<file path="config.mk">
export PLATFORM = sky130hd
export DESIGN_NAME = branch_unit
export DESIGN_NICKNAME = d
export VERILOG_FILES = /design/src/rtl/branch_pkg.sv /design/src/rtl/ret_stack.sv /design/src/rtl/branch_unit.sv
export SDC_FILE = /design/constraint.sdc
export NUM_CORES = 1
export LEC_CHECK = 0
export ABC_AREA = 1
export CAP_MARGIN = 20
export CORE_MARGIN = 4
export CORE_UTILIZATION = 49
export CTS_BUF_LIST = sky130_fd_sc_hd__clkbuf_8
export CTS_CLUSTER_DIAMETER = 120
export DETAILED_ROUTE_END_ITERATION = 10
export PLACE_DENSITY = 0.79
export SETUP_SLACK_MARGIN = 0.5
export SLEW_MARGIN = 20
export SYNTH_ARGS = -nofsm -noshare
export SYNTH_HDL_FRONTEND = slang
export SYNTH_HIERARCHICAL = 1
export SYNTH_SLANG_ARGS = --single-unit
export TNS_END_PERCENT = 20
</file>
<file path="constraint.sdc">
create_clock -name clk -period 2.2 [get_ports clk]
set_input_delay 0.22 -clock clk [delete_from_list [all_inputs] [get_ports clk]]
set_output_delay 0.22 -clock clk [all_outputs]
set_load 0.05 [all_outputs]
</file>
<file path="src/rtl/branch_pkg.sv">
// Shared types and helpers for the branch resolution unit and its return stack.
package branch_pkg;

  localparam int LUT_IDX_W = 4;

  typedef enum logic [2:0] {
    OP_NONE = 3'd0,
    OP_JMP  = 3'd1,
    OP_BEQ  = 3'd2,
    OP_BNE  = 3'd3,
    OP_CALL = 3'd4,
    OP_RET  = 3'd5
  } br_op_t;

  typedef enum logic [1:0] {
    RUN      = 2'd0,
    REDIRECT = 2'd1,
    FAULT    = 2'd2
  } br_state_t;

  // Places a jump-LUT index in the top LUT_IDX_W bits of a d-bit target, zeros below.
  function automatic logic [31:0] pack_target(input logic [LUT_IDX_W-1:0] idx, input int d);
    pack_target = 32'(idx) << (d - LUT_IDX_W);
  endfunction

endpackage

</file>
<file path="src/rtl/ret_stack.sv">
// LIFO of return LUT indices; push/pop are ignored when full/empty so the pointer never wraps.
module ret_stack
  import branch_pkg::*;
#(
  parameter int DEPTH = 4
) (
  input  logic                         clk,
  input  logic                         reset,
  input  logic                         push,
  input  logic                         pop,
  input  logic [LUT_IDX_W-1:0]         push_data,
  output logic [LUT_IDX_W-1:0]         top,
  output logic [$clog2(DEPTH+1)-1:0]   depth,
  output logic                         full,
  output logic                         empty
);

  localparam int DW = $clog2(DEPTH + 1);
  localparam int AW = $clog2(DEPTH);

  logic [LUT_IDX_W-1:0] mem_q [DEPTH];
  logic [DW-1:0]        depth_q;
  logic [AW-1:0]        wr_ptr;
  logic [AW-1:0]        rd_ptr;

  assign wr_ptr = depth_q[AW-1:0];
  assign rd_ptr = AW'(depth_q - DW'(1));
  assign top    = mem_q[rd_ptr];
  assign depth  = depth_q;
  assign full   = (depth_q == DW'(DEPTH));
  assign empty  = (depth_q == '0);

  always_ff @(posedge clk or posedge reset) begin
    if (reset) begin
      depth_q <= '0;
      for (int i = 0; i < DEPTH; i++) mem_q[i] <= '0;
    end else if (push && !full) begin
      mem_q[wr_ptr] <= push_data;
      depth_q       <= depth_q + DW'(1);
    end else if (pop && !empty) begin
      depth_q <= depth_q - DW'(1);
    end
  end

endmodule

</file>
<file path="src/rtl/branch_unit.sv">
// Resolves decoded control-flow ops into a registered PC redirect, squashing the
// fall-through fetch and latching a sticky fault on return-stack misuse.
module branch_unit
  import branch_pkg::*;
#(
  parameter int D     = 10,
  parameter int DEPTH = 4
) (
  input  logic                        clk,
  input  logic                        reset,
  input  logic                        op_valid,
  input  logic [2:0]                  br_op,
  input  logic [LUT_IDX_W-1:0]        lut_idx,
  input  logic [LUT_IDX_W-1:0]        link_idx,
  input  logic                        zero_flag,
  output logic                        absjump_en,
  output logic [D-1:0]                target,
  output logic                        flush,
  output logic                        fault,
  output logic [$clog2(DEPTH+1)-1:0]  depth
);

  br_state_t            state_q, state_d;
  logic [D-1:0]         target_q, target_d;
  logic                 absjump_q, flush_q, fault_q;
  logic                 push, pop;
  logic [LUT_IDX_W-1:0] stk_top;
  logic                 stk_full, stk_empty;

  ret_stack #(.DEPTH(DEPTH)) u_stack (
    .clk       (clk),
    .reset     (reset),
    .push      (push),
    .pop       (pop),
    .push_data (link_idx),
    .top       (stk_top),
    .depth     (depth),
    .full      (stk_full),
    .empty     (stk_empty)
  );

  // Ops are only evaluated in RUN; the op seen during REDIRECT is the squashed fetch.
  always_comb begin
    state_d  = state_q;
    target_d = target_q;
    push     = 1'b0;
    pop      = 1'b0;
    case (state_q)
      RUN: begin
        if (op_valid) begin
          case (br_op)
            OP_JMP: begin
              state_d  = REDIRECT;
              target_d = D'(pack_target(lut_idx, D));
            end
            OP_BEQ: if (zero_flag) begin
              state_d  = REDIRECT;
              target_d = D'(pack_target(lut_idx, D));
            end
            OP_BNE: if (!zero_flag) begin
              state_d  = REDIRECT;
              target_d = D'(pack_target(lut_idx, D));
            end
            OP_CALL: begin
              if (!stk_full) begin
                state_d  = REDIRECT;
                push     = 1'b1;
                target_d = D'(pack_target(lut_idx, D));
              end else begin
                state_d = FAULT;
              end
            end
            OP_RET: begin
              if (!stk_empty) begin
                state_d  = REDIRECT;
                pop      = 1'b1;
                target_d = D'(pack_target(stk_top, D));
              end else begin
                state_d = FAULT;
              end
            end
            default: state_d = RUN;
          endcase
        end
      end
      REDIRECT: state_d = RUN;
      FAULT:    state_d = FAULT;
      default:  state_d = RUN;
    endcase
  end

  always_ff @(posedge clk or posedge reset) begin
    if (reset) begin
      state_q   <= RUN;
      target_q  <= '0;
      absjump_q <= 1'b0;
      flush_q   <= 1'b0;
      fault_q   <= 1'b0;
    end else begin
      state_q   <= state_d;
      target_q  <= target_d;
      absjump_q <= (state_d == REDIRECT);
      flush_q   <= (state_d == REDIRECT) || (state_d == FAULT);
      fault_q   <= (state_d == FAULT);
    end
  end

  assign absjump_en = absjump_q;
  assign target     = target_q;
  assign flush      = flush_q;
  assign fault      = fault_q;

endmodule

</file>
==> results.sh <==
export IMPL_slowest_delay_ns=0.54
export IMPL_htree_levels=1
export IMPL_tritoncts="done"
export IMPL_area_growth_pct=29.9
export IMPL_cp_max_fo=6
export IMPL_hold_class="in2async"
export IMPL_ant_nets=0
export IMPL_period_needed_ns=1.75
export IMPL_drc=0
export IMPL_ctsLongestPathBuffers=2
export IMPL_rsz0062_at_grt="yes"
export IMPL_grt_pass1_vias=1383
export IMPL_initial_utilization_pct=50.7
export IMPL_grt_overflow=0
export IMPL_track_usage_pct=18.9
export IMPL_num_rows=21
export IMPL_synthDistinctLibCells=25
export IMPL_slew_headroom_pct=65.6
export IMPL_crit_slowest_cell="dfrtp_1"
export IMPL_synth_async_reset_ratio_pct=100
export IMPL_reg2reg_slack_ns=0.45
export IMPL_dr_pass1_iters=4
export IMPL_worst_pin_slew_ns=0.514
export IMPL_synth_xor_xnor_area_share_pct=0
export IMPL_instances_no_fill=304
export IMPL_endpoint="flush"
export IMPL_path_clk_slew_ns=0.10
export IMPL_crit_start="u_stack/depth[2]"
export IMPL_r2r_end="flush"
export IMPL_grt_pass1_wl_um=6250
export IMPL_synth_compound_area_share_pct=5.40
export IMPL_status="finished clean"
export IMPL_drt_initial_drc_count=65
export IMPL_grt_max_degree=17
export IMPL_tns_ns=0
export IMPL_synth_top_area_cell="dfrtp_1"
export IMPL_synth_edf_count=0
export IMPL_power_density_nw_per_um2=463
export IMPL_synthCells=224
export IMPL_reg2reg_depth=8
export IMPL_slew_viol_final=0
export IMPL_vias=1494
export IMPL_ys_flop_type="dfrtp_1"
export IMPL_synth_seq_area_share_pct=41.4
export IMPL_place_congestion=0.793
export IMPL_hold_viol_final=0
export IMPL_setup_viol=0
export IMPL_synth_top_family_by_area="simple AND/OR/NAND/NOR gates"
export IMPL_cap_violations=0
export IMPL_path_class="reg2reg"
export IMPL_cts_hold_buf=0
export IMPL_ir_drop_v=0.000359
export IMPL_worstSkewPairLatency_ns=0.28
export IMPL_cts_root_buf="clkbuf_8"
export IMPL_synth_top_area_share_pct=41.4
export IMPL_critPathCaptureType="flop"
export IMPL_synth_simple_area_share_pct=37.2
export IMPL_post_drt_via_cell_ratio=4.91
export IMPL_synth_seq_cells=28
export IMPL_max_clock_freq_mhz=571
export IMPL_num_antenna_cells=0
export IMPL_dp_hpwl_um=2930
export IMPL_drt_total_wl_um=3900
export IMPL_netlist_area_um2=1690
export IMPL_cts_buffers_inserted=3
export IMPL_grt_antenna_before_repair=0
export IMPL_critical_path_required_ns=2.38
export IMPL_ios=31
export IMPL_cts_sinks=28
export IMPL_critPathArrivalTime_ns=1.94
export IMPL_dieArea_um2=4460
export IMPL_drive_gt1_share_pct=19.0
export IMPL_synth_adder_area_share_pct=5.92
export IMPL_dp_cells=294
export IMPL_skew_ns=0.00510
export IMPL_synthMuxAreaShare_pct=0
export IMPL_yosys_warnings=6
export IMPL_die_width_um=66.8
export IMPL_final_cell_mix="nand2_1 (90), dfrtp_1 (26), inv_1 (23), clkdlybuf4s50_1 (22), nor2_1 (12)"
export IMPL_r2r_start="u_stack/depth[2]"
export IMPL_portBuffers=24
export IMPL_coreArea_um2=3340
export IMPL_p_leak_nw=1.16
export IMPL_fin_nets=282
export IMPL_final_common_cell="nand2_1"
export IMPL_path_cells="inv_1 -> ha_4 -> nand4_1 -> nand2_4 -> nor2_8 -> nand2_4 -> ha_4 -> inv_1"
export IMPL_fin_crit_sh_pct=79.6
export IMPL_synth_area_leaders="dfrtp_1 (41%), nand2_1 (21%), inv_1 (6.0%)"
export IMPL_die_h_um=66.8
export IMPL_cp_start_kind="flop"
export IMPL_wl_per_cell_um=12.8
export IMPL_syn_avg_cell_area_um2=7.55
-- routing by layer --
| metal | global-route usage (%) | up-vias | part of all wire, % |
|---|---|---|---|
| met4 | 6.09 | 0 | 1.2 |
| met5 | 0 | - | 0 |
| li1 | - | 738 | - |
| met2 | 33.5 | 39 | 52 |
| met1 | 23.2 | 713 | 42 |
| met3 | 3.04 | 4 | 4.2 |
-- sequential cells by signal, indices dropped and copies added (netlist names) --
| signal | flops |
|---|---|
| u_stack/mem_q | 16 |
| fault | 1 |
| absjump_en | 1 |
| u_stack/depth | 3 |
| target | 4 |
| state_q | 2 |
| flush | 1 |
-- kinds of logic (layout without fill, tap and decap cells) --
kind of cell | count (synthesis) | after routing
AOI/OAI and AO/OA | 14 | 14
and+or+nand+nor | 137 | 137
buffers and inverters | 36 | 65
adders and majority gates | 8 | 8
other | 1 | 6
DFF | 28 | 28
-- Yosys cell counts, types with 4 or more instances --
cell type   n
buf_4       6
inv_1      27
nand2_1    96
ha_1        8
nor2_1     12
dfrtp_1    28
nand3_2     4
nand2_4     4
nor2_2      4
o21ai_0     8
o211ai_1    4
nand3_1     8
-- final cells by class --
class	count	area, um^2
clock inverter	1	30.0
sequential	28	703
inverter	28	115
fill	282	1140
multi-input combinational	165	941
timing repair buffer	33	309
tap	46	57.6
clock buffer	3	41.3
-- where the power goes --
group | leakage, nW | switching [W] | internal (W)
Combinational | 0.748 | 0.0000624 | 0.0000324
Clock | 0.0357 | 0.000163 | 0.000244
Sequential | 0.372 | 0 | 0.000514
Total | 1.16 | 0.000226 | 0.000790
-- critical path: cells and delay by family (launching register included) --
kind	cells	cell delay, ns
adder cells (fa/ha/maj)	2	0.46
AND/OR/NAND/NOR	4	0.48
flip-flops	1	0.54
buffers and inverters	2	0.19
-- how the worst min path moves through the flow --
stage / slack, ns / from / cells after the start / endpoint
global route: 0.26 / reset / 2 / fault
floorplan: 0.05 / reset / 1 / absjump_en
CTS: 0.24 / reset / 2 / absjump_en
finish: 0.24 / reset / 2 / state_q[0]
detailed placement: 0.46 / u_stack/mem_q[9] / 2 / u_stack/mem_q[9]
global placement: 0.45 / u_stack/mem_q[0] / 2 / u_stack/mem_q[0]
-- through the flow --
| step | power [W] | hold WS, ns | area (um^2) | util, % | setup WS [ns] |
|---|---|---|---|---|---|
| 3_5_place_dp | 0.000619 | 0.461 | 2050 | 61.5 | 0.260 |
| 2_1_floorplan | 0.000584 | 0.0479 | 1790 | - | 0.262 |
| 5_1_grt | 0.00105 | 0.265 | 2200 | 65.8 | 0.378 |
| 4_1_cts | 0.00103 | 0.243 | 2140 | 64.0 | 0.409 |
| 3_3_place_gp | 0.000618 | 0.452 | 2050 | 61.5 | 0.279 |
| 6_report | 0.00102 | 0.239 | 2200 | 65.8 | 0.450 |
-- repair_timing --
action,CTS,global route
setup buffers,1,5
endpoints found under the setup margin,26,29
gates resized for setup,5,8
pin swaps,0,6
Power figures use the tool's default switching activity.
